`config.mk`:
```
export PLATFORM = sky130hd
export DESIGN_NAME = phy_scan_master_flat
export DESIGN_NICKNAME = d
export VERILOG_FILES = /design/src/rtl/phy_scan_master_pkg.sv /design/src/rtl/phy_scan_master_if.sv /design/src/rtl/phy_scan_master_capture.sv /design/src/rtl/phy_scan_master.sv /design/src/flat_wrapper.sv
export SDC_FILE = /design/constraint.sdc
export NUM_CORES = 1
export LEC_CHECK = 0
export ABC_AREA = 1
export CAP_MARGIN = 5
export CORE_ASPECT_RATIO = 2
export CORE_UTILIZATION = 49
export DETAILED_ROUTE_END_ITERATION = 7
export PLACE_DENSITY_LB_ADDON = 0.3
export RECOVER_POWER = 100
export SLEW_MARGIN = 20
export SYNTH_ARGS = -nofsm -noshare
export SYNTH_HDL_FRONTEND = slang
export SYNTH_SLANG_ARGS = --single-unit
```
`constraint.sdc`:
```
create_clock -name mclk -period 1.61 [get_ports mclk]
set_input_delay 0.322 -clock mclk [delete_from_list [all_inputs] [get_ports mclk]]
set_output_delay 0.322 -clock mclk [all_outputs]
set_load 0.01 [all_outputs]
```
`src/rtl/phy_scan_master_pkg.sv`:
```
// rtl/phy_scan_master_pkg.sv - Shared PHY scan chain defaults, FSM encoding and timing helpers
//
// Contents:
//   DEF_OUT_LEN    default length of the target serial load chain (bits)
//   DEF_IN_LEN     default length of the target serial capture chain (bits)
//   DEF_CAP_DELAY  default cycles from first shift cycle to first valid capture bit
//   scan_state_t   scan master FSM state encoding
//   drain_cycles() cycles the master idles the load chain while capture finishes
package phy_scan_master_pkg;

  localparam int DEF_OUT_LEN   = 163;
  localparam int DEF_IN_LEN    = 73;
  localparam int DEF_CAP_DELAY = 1;

  typedef enum logic [2:0] {
    ST_IDLE  = 3'd0,
    ST_SNAP  = 3'd1,
    ST_SHIFT = 3'd2,
    ST_DRAIN = 3'd3,
    ST_DONE  = 3'd4
  } scan_state_t;

  // Capture can outlast the load shift when the target's output delay plus
  // capture length exceeds the load length; the excess is spent in DRAIN.
  function automatic int drain_cycles(int out_len, int in_len, int cap_delay);
    int d;
    d = cap_delay + in_len - out_len;
    return (d > 0) ? d : 0;
  endfunction

endpackage

```
`src/rtl/phy_scan_master_if.sv`:
```
// rtl/phy_scan_master_if.sv - Host-side request/response bundle of the PHY scan master
//
// Signals:
//   start    requester -> master  transaction request, honoured only while ready=1
//   tx_data  requester -> master  OUT_LEN-bit image to load, latched on accept
//   ready    master -> requester  idle, able to accept start
//   done     master -> requester  single-cycle completion pulse
//   rx_data  master -> requester  IN_LEN-bit captured image, valid from done
// Modports: master (requester side), slave (scan master side).
interface phy_scan_master_if
  import phy_scan_master_pkg::*;
#(
  parameter int OUT_LEN = DEF_OUT_LEN,
  parameter int IN_LEN  = DEF_IN_LEN
) ();

  logic               start;
  logic [OUT_LEN-1:0] tx_data;
  logic               ready;
  logic               done;
  logic [IN_LEN-1:0]  rx_data;

  modport master (
    output start,
    output tx_data,
    input  ready,
    input  done,
    input  rx_data
  );

  modport slave (
    input  start,
    input  tx_data,
    output ready,
    output done,
    output rx_data
  );

endinterface

```
`src/rtl/phy_scan_master_capture.sv`:
```
// rtl/phy_scan_master_capture.sv - Capture-chain deserializer for the PHY scan master
//
// Ports:
//   mclk       clock, rising edge
//   rst_in     asynchronous active-low reset
//   sample_en  shift sdin into the deserializer this cycle
//   sdin       serial capture bit from the target, MSB first
//   commit     publish the deserialized image (including a bit sampled this cycle)
//   rx_data    published image, changes only on commit
module phy_scan_master_capture
  import phy_scan_master_pkg::*;
#(
  parameter int IN_LEN = DEF_IN_LEN
) (
  input  logic              mclk,
  input  logic              rst_in,
  input  logic              sample_en,
  input  logic              sdin,
  input  logic              commit,
  output logic [IN_LEN-1:0] rx_data
);

  logic [IN_LEN-1:0] shreg;
  logic [IN_LEN-1:0] shreg_next;

  // Shift toward the MSB so the first bit taken ends up in rx_data[IN_LEN-1].
  // The cast drops the bit pushed out of the top and keeps IN_LEN=1 legal.
  always_comb begin
    shreg_next = shreg;
    if (sample_en) begin
      shreg_next = IN_LEN'({shreg, sdin});
    end
  end

  // The final sample and the commit can fall on the same edge, so the
  // published image is taken from shreg_next rather than shreg.
  always_ff @(posedge mclk or negedge rst_in) begin
    if (!rst_in) begin
      shreg   <= '0;
      rx_data <= '0;
    end else begin
      shreg <= shreg_next;
      if (commit) begin
        rx_data <= shreg_next;
      end
    end
  end

endmodule

```
`src/rtl/phy_scan_master.sv`:
```
// rtl/phy_scan_master.sv - Serial scan master: snapshots, loads and captures the PHY scan chains
//
// Ports:
//   mclk       single clock, rising edge
//   rst_in     asynchronous active-low reset
//   host       phy_scan_master_if.slave: start/tx_data in, ready/done/rx_data out
//   fake_din   serial load data to the target, LSB of tx_data first (flop)
//   fake_en    target shift enable (flop)
//   fake_oe    0 = target parallel snapshot, 1 = capture chain shifts/holds (flop)
//   fake_dout  serial capture data from the target, MSB first
// Parameters:
//   OUT_LEN    load chain length, IN_LEN capture chain length (OUT_LEN >= IN_LEN),
//   CAP_DELAY  cycles from the first shift cycle to the first valid fake_dout
module phy_scan_master
  import phy_scan_master_pkg::*;
#(
  parameter int OUT_LEN   = DEF_OUT_LEN,
  parameter int IN_LEN    = DEF_IN_LEN,
  parameter int CAP_DELAY = DEF_CAP_DELAY
) (
  input  logic             mclk,
  input  logic             rst_in,
  phy_scan_master_if.slave host,
  output logic             fake_din,
  output logic             fake_en,
  output logic             fake_oe,
  input  logic             fake_dout
);

  if (OUT_LEN < IN_LEN) begin : g_len_check
    $error("phy_scan_master: OUT_LEN must be >= IN_LEN");
  end
  if (IN_LEN < 1 || CAP_DELAY < 0) begin : g_param_check
    $error("phy_scan_master: IN_LEN must be >= 1 and CAP_DELAY >= 0");
  end

  // The counter spans the whole SHIFT+DRAIN window without wrapping; the
  // last used value is at most OUT_LEN+CAP_DELAY-1.
  localparam int CW            = $clog2(OUT_LEN + CAP_DELAY + 1);
  localparam int LAST_SAMPLE_I = CAP_DELAY + IN_LEN - 1;
  localparam logic [CW-1:0] LAST_SHIFT  = CW'(OUT_LEN - 1);
  localparam logic [CW-1:0] LAST_SAMPLE = CW'(LAST_SAMPLE_I);
  localparam bit NEED_DRAIN = drain_cycles(OUT_LEN, IN_LEN, CAP_DELAY) > 0;

  scan_state_t        state;
  scan_state_t        state_next;
  logic [CW-1:0]      cnt;
  logic [OUT_LEN-1:0] shadow;
  logic               shifting;
  logic               sample_en;
  logic               commit;
  logic [IN_LEN-1:0]  rx_q;

  assign shifting   = (state == ST_SHIFT) || (state == ST_DRAIN);
  assign host.ready = (state == ST_IDLE);
  assign host.done  = (state == ST_DONE);
  assign host.rx_data = rx_q;

  // cnt is the number of cycles since the first SHIFT cycle, so the capture
  // window is a fixed range of counter values.
  assign sample_en = shifting && (int'(cnt) >= CAP_DELAY) && (int'(cnt) <= LAST_SAMPLE_I);
  assign commit    = (state_next == ST_DONE);

  always_comb begin
    state_next = state;
    case (state)
      ST_IDLE:  if (host.start) state_next = ST_SNAP;
      ST_SNAP:  state_next = ST_SHIFT;
      ST_SHIFT: if (cnt == LAST_SHIFT) state_next = NEED_DRAIN ? ST_DRAIN : ST_DONE;
      ST_DRAIN: if (cnt == LAST_SAMPLE) state_next = ST_DONE;
      ST_DONE:  state_next = ST_IDLE;
      default:  state_next = ST_IDLE;
    endcase
  end

  // Target-facing pins are registered from state_next so they line up with
  // the state they belong to while never depending combinationally on inputs.
  always_ff @(posedge mclk or negedge rst_in) begin
    if (!rst_in) begin
      state    <= ST_IDLE;
      cnt      <= '0;
      shadow   <= '0;
      fake_din <= 1'b0;
      fake_en  <= 1'b0;
      fake_oe  <= 1'b1;
    end else begin
      state <= state_next;

      if (shifting && (state_next != ST_DONE)) begin
        cnt <= cnt + 1'b1;
      end else begin
        cnt <= '0;
      end

      // The shadow is consumed from bit 0 upward, one bit per shift cycle.
      if ((state == ST_IDLE) && host.start) begin
        shadow <= host.tx_data;
      end else if (state_next == ST_SHIFT) begin
        shadow <= shadow >> 1;
      end

      fake_en  <= (state_next == ST_SHIFT);
      fake_oe  <= (state_next != ST_SNAP);
      fake_din <= (state_next == ST_SHIFT) && shadow[0];
    end
  end

  phy_scan_master_capture #(
    .IN_LEN(IN_LEN)
  ) u_capture (
    .mclk      (mclk),
    .rst_in    (rst_in),
    .sample_en (sample_en),
    .sdin      (fake_dout),
    .commit    (commit),
    .rx_data   (rx_q)
  );

endmodule

```
`src/flat_wrapper.sv`:
```
// flat-port wrapper written by rule: the top's interface ports become plain ports
module phy_scan_master_flat import phy_scan_master_pkg::*;
#(
  parameter int OUT_LEN   = DEF_OUT_LEN,
  parameter int IN_LEN    = DEF_IN_LEN,
  parameter int CAP_DELAY = DEF_CAP_DELAY
)
  (mclk, rst_in, fake_din, fake_en, fake_oe, fake_dout, host_start, host_tx_data, host_ready, host_done, host_rx_data);
  phy_scan_master_if #(.OUT_LEN(OUT_LEN), .IN_LEN(IN_LEN)) host_i ();
  input  logic mclk;
  input  logic rst_in;
  output logic fake_din;
  output logic fake_en;
  output logic fake_oe;
  input  logic fake_dout;
  input wire logic [$bits(host_i.start)-1:0] host_start;
  input wire logic [$bits(host_i.tx_data)-1:0] host_tx_data;
  output wire logic [$bits(host_i.ready)-1:0] host_ready;
  output wire logic [$bits(host_i.done)-1:0] host_done;
  output wire logic [$bits(host_i.rx_data)-1:0] host_rx_data;
  assign host_i.start = host_start;
  assign host_i.tx_data = host_tx_data;
  assign host_ready = host_i.ready;
  assign host_done = host_i.done;
  assign host_rx_data = host_i.rx_data;
  phy_scan_master #(.OUT_LEN(OUT_LEN), .IN_LEN(IN_LEN), .CAP_DELAY(CAP_DELAY)) u_core (.mclk(mclk), .rst_in(rst_in), .host(host_i), .fake_din(fake_din), .fake_en(fake_en), .fake_oe(fake_oe), .fake_dout(fake_dout));
endmodule
```
==> metrics.md <==
| Metric | Value |
|---|---|
| Yosys cell types | 28 |
| Cell count of the worst reg-to-reg path | 10 |
| Number of synthesis warnings | 0 |
| Hold Path Stages | 3 |
| Synthesized flop and latch total | roughly 320 |
| Area leader, netlist | dfrtp_1 |
| Initial core utilization | 0.497 |
| Clk root buf | clkbuf_16 |
| Total grt overflow | 0 |
| Final setup viols | 495 |
| Detailed Route WL | ~45 mm |
| Hold Path Sink | u_core.shadow[162]$_DFFE_PN0P_ |
| Buffers on Ports | between 200 and 250 |
| PnR worst setup slack | -0.331 ns |
| Filler cell count in the final layout | 2237 |
| Die width | 127 um |
| Largest net degree at the start of global routing | between 70 and 80 |
| Post-DRT Antenna Nets | 0 |
| CP startpoint kind | flop |
| Via count | approximately 14000 |
| Core area | a little over 0.03 mm2 |
| IR drop worst, VDD | ~1.3 mV |
| Post-Synthesis Cells | between 2000 and 2500 |
| Worst flop-to-flop path startpoint | u_core.cnt[5]$_DFF_PN0_ |
| Layout cells sized above 1 | 0.148 |
| GRT Total Usage | 0.267 |
| Clk slew on worst S/H paths | 0.07 ns |
| Row count | 91 |
| Int Power | approximately 25 mW |
| Die Area | approximately 0.032 mm2 |
| Htree depth | 1 |
| TritonCTS clock tree | yes |
| R2R Setup Slk | -0.33 ns |
| Sequential share of power | 0.291 |
| Max-slew headroom | 0.486 |
| Fmax | slightly above 500 MHz |
| Post-synth EDFFs | 0 |
| RSZ-0062 raised after global routing | yes |
| Initial DRC count | ~720 |
| Clock Path Buffers | 3 |
| Post-synth top flop | dfrtp_1 |
| Power Density | approximately 1900 mW/mm2 |
| Synth top area cells | dfrtp_1, nand2_1, nand3_1 |
| TritonCTS Buffers | 29 |
| Final hold viol count | 0 |
| Clk_skew | between 0.015 and 0.02 ns |
| Sink Count | about 320 |
| Worst r2r dst | u_core.u_capture.shreg[36]$_DFF_PN0_ |
| Gpl congestion | around 0.85 |
| Crit path max fanout | 19 |
| Pre-antenna DRT Iters | 5 |
| Worst Hold Class | primary input to flop |
| I/O Pins | 245 |
| Via/cell ratio | around 5.2 |
| CP Capture Type | flop |
| Commonest cells in the netlist | nand2_1, dfrtp_1, nand3_1 |
| Classification of the worst setup path | flop to flop |
| Asr flop ratio synth | 1.00 |
| Period utilisation layout | 1.21 |
| Power Total | 40.7 mW |
| Via count of the first global-routing pass | ~14000 |
| Sequential cell area fraction in the yosys report | 0.527 |
| Chip height | about 250 um |
| Synth top area share | 0.525 |
| Outcome | finished, violations left |
| Avg Inst Size Synth | about 7.6 um2 |
| Mean routed wirelength per cell | around 16 um |
| Max_cap viols | 0 |
| Comb pwr share | 0.518 |
| Switching share of total power | 0.386 |
| Failing checks | setup timing |
| Synth Cell Area | approximately 0.015 mm2 |
| Syn_nets | about 2200 |
| Fin crit period | between 1.5 and 2 ns |
| Cell leakage power | between 10 and 15 nW |
| Worst slew pin tran | between 0.7 and 0.8 ns |
| Clk_lat worst skew | between 0.5 and 0.6 ns |
| First-pass GRT wire length | 68.9 mm |
| Switching Power | roughly 16 mW |
| Area growth, synth to finish | 42.9% |
| Layout Nets | around 2500 |
| Clock share of power | 0.190 |
| WP data arrival | 2.38 ns |
| Post-route DRC | 0 |
| Hold_sp | host_tx_data[162] |
| Core Util, Final | 0.710 |
| Count leader, synth | nand2_1 |
| CP required | about 2.1 ns |
| Initial antenna violation count | 2 |
| Dpl hpwl | around 26 mm |
| Max Slew Vio Count | 0 |
-- registers in the layout, summed over array words and instances, names as in the netlist --
name                      cells
u_core.state                  3
u_core.cnt                    8
u_core.fake_oe                1
u_core.fake_din               1
u_core.u_capture.shreg       73
u_core.shadow               163
u_core.fake_en                1
u_core.u_capture.rx_data     73
-- cell type report --
| cell class | instances | area [um2] | share of cell area |
|---|---|---|---|
| flip-flops and latches | 323 | 8090 | 0.369 |
| multi-input cells | 1485 | 6950 | 0.317 |
| repair buffers | 417 | 4950 | 0.226 |
| clock buffers | 36 | 782 | 0.0357 |
| well taps | 418 | 523 | 0.0239 |
| inverters | 90 | 348 | 0.0159 |
| clock inverters | 17 | 274 | 0.0125 |
| diodes | 1 | 2.50 | 0.000114 |
-- stage by stage --
step | area, um2 | hold WS (ns) | setup WS (ns) | cells | setup TNS [ns]
6_report | 21900 | 0.340 | -0.331 | 2787 | -92.94
2_1_floorplan | 15400 | 0.0264 | -0.138 | 2022 | -19.39
3_3_place_gp | 19100 | 0.195 | -0.252 | 2672 | -61.21
3_5_place_dp | 19100 | 0.188 | -0.357 | 2672 | -87.33
5_1_grt | 21900 | 0.329 | -0.414 | 2786 | -146.48
4_1_cts | 21200 | 0.183 | -0.317 | 2764 | -94.48
-- per-layer routing --
metal / up-vias / routed length [um] / global-route usage
met2: 463 / 24300 / 0.497
li1: 6932 / - / -
met5: - / 11 / 0
met1: 6950 / 16800 / 0.299
met3: 129 / 2130 / 0.0360
met4: 2 / 1980 / 0.121
-- logic make-up (layout without fill, tap and decap cells) --
group | after synthesis | after routing | synth area share
buffers and inverters | 217 | 560 | 0.0652
other | 0 | 1 | 0
DFF | 323 | 323 | 0.527
xor gates and xnor gates | 3 | 3 | 0.00171
and+or+nand+nor | 1465 | 1468 | 0.399
adders and majority gates | 4 | 4 | 0.00326
AOI/OAI and AO/OA | 10 | 10 | 0.00384
-- cell usage in the layout (no fill, tap or decap), drive strengths merged --
cell	Yosys	final
nand3b	2	2
nor2	14	14
a211oi	1	1
ha	4	4
bufinv	0	7
dfstp	1	1
clkdlybuf4s15	0	1
buf	73	155
nor3	3	3
a21oi	7	7
dfrtp	322	322
clkbuf	54	57
a21boi	1	1
nand2	1057	1060
clkinv	0	5
and2	73	73
dlygate4sd3	0	1
xnor2	1	1
clkinvlp	0	4
diode	0	1
o21ai	1	1
inv	90	91
nor4	1	1
xor2	2	2
clkdlybuf4s50	0	239
nand3	315	315
-- worst max-delay path by stage --
stage,from,endpoint,slack [ns],cells past startpoint
after floorplan,u_core.cnt[1]$_DFF_PN0_,u_core.shadow[84]$_DFFE_PN0P_,-0.14,13
after global placement,host_start,u_core.shadow[143]$_DFFE_PN0P_,-0.25,9
after detailed placement,u_core.cnt[1]$_DFF_PN0_,u_core.u_capture.shreg[51]$_DFF_PN0_,-0.36,10
after CTS,u_core.cnt[1]$_DFF_PN0_,u_core.shadow[129]$_DFFE_PN0P_,-0.32,13
after global routing,u_core.state[0]$_DFF_PN0_,u_core.shadow[114]$_DFFE_PN0P_,-0.41,13
final,u_core.cnt[5]$_DFF_PN0_,u_core.u_capture.shreg[36]$_DFF_PN0_,-0.33,10
-- worst max-delay path, cell delays in order, from the launching register on --
cell	delay [ns]
dfrtp_1	0.41
buf_4	0.16
nor2_2	0.14
nand3b_1	0.10
nor2_2	0.16
nor2_4	0.07
buf_4	0.15
nand2_8	0.13
buf_12	0.17
nand2_1	0.11
and2_1	0.18
-- power groups by stage --
stage / clock, mW / sequential, mW / combinational, mW
floorplan: 0 / 11.6 / 10.4
detailed placement: 0 / 11.8 / 15.0
global placement: 0 / 11.7 / 14.6
global route: 8.17 / 12.1 / 22.9
finish: 7.74 / 11.8 / 21.1
CTS: 7.87 / 11.7 / 18.7
-- repair_timing --
item | 4_1_cts | 5_1_grt
pin swaps | 52 | 29
gates resized for setup | 115 | 76
endpoints found under the setup margin | 389 | 392
gates cloned | 17 | 16
endpoints found under the hold margin | 176 | 0
hold buffers | 1 | 0
buffers inserted | 21 | 6
(Power assumes the default switching activity.)
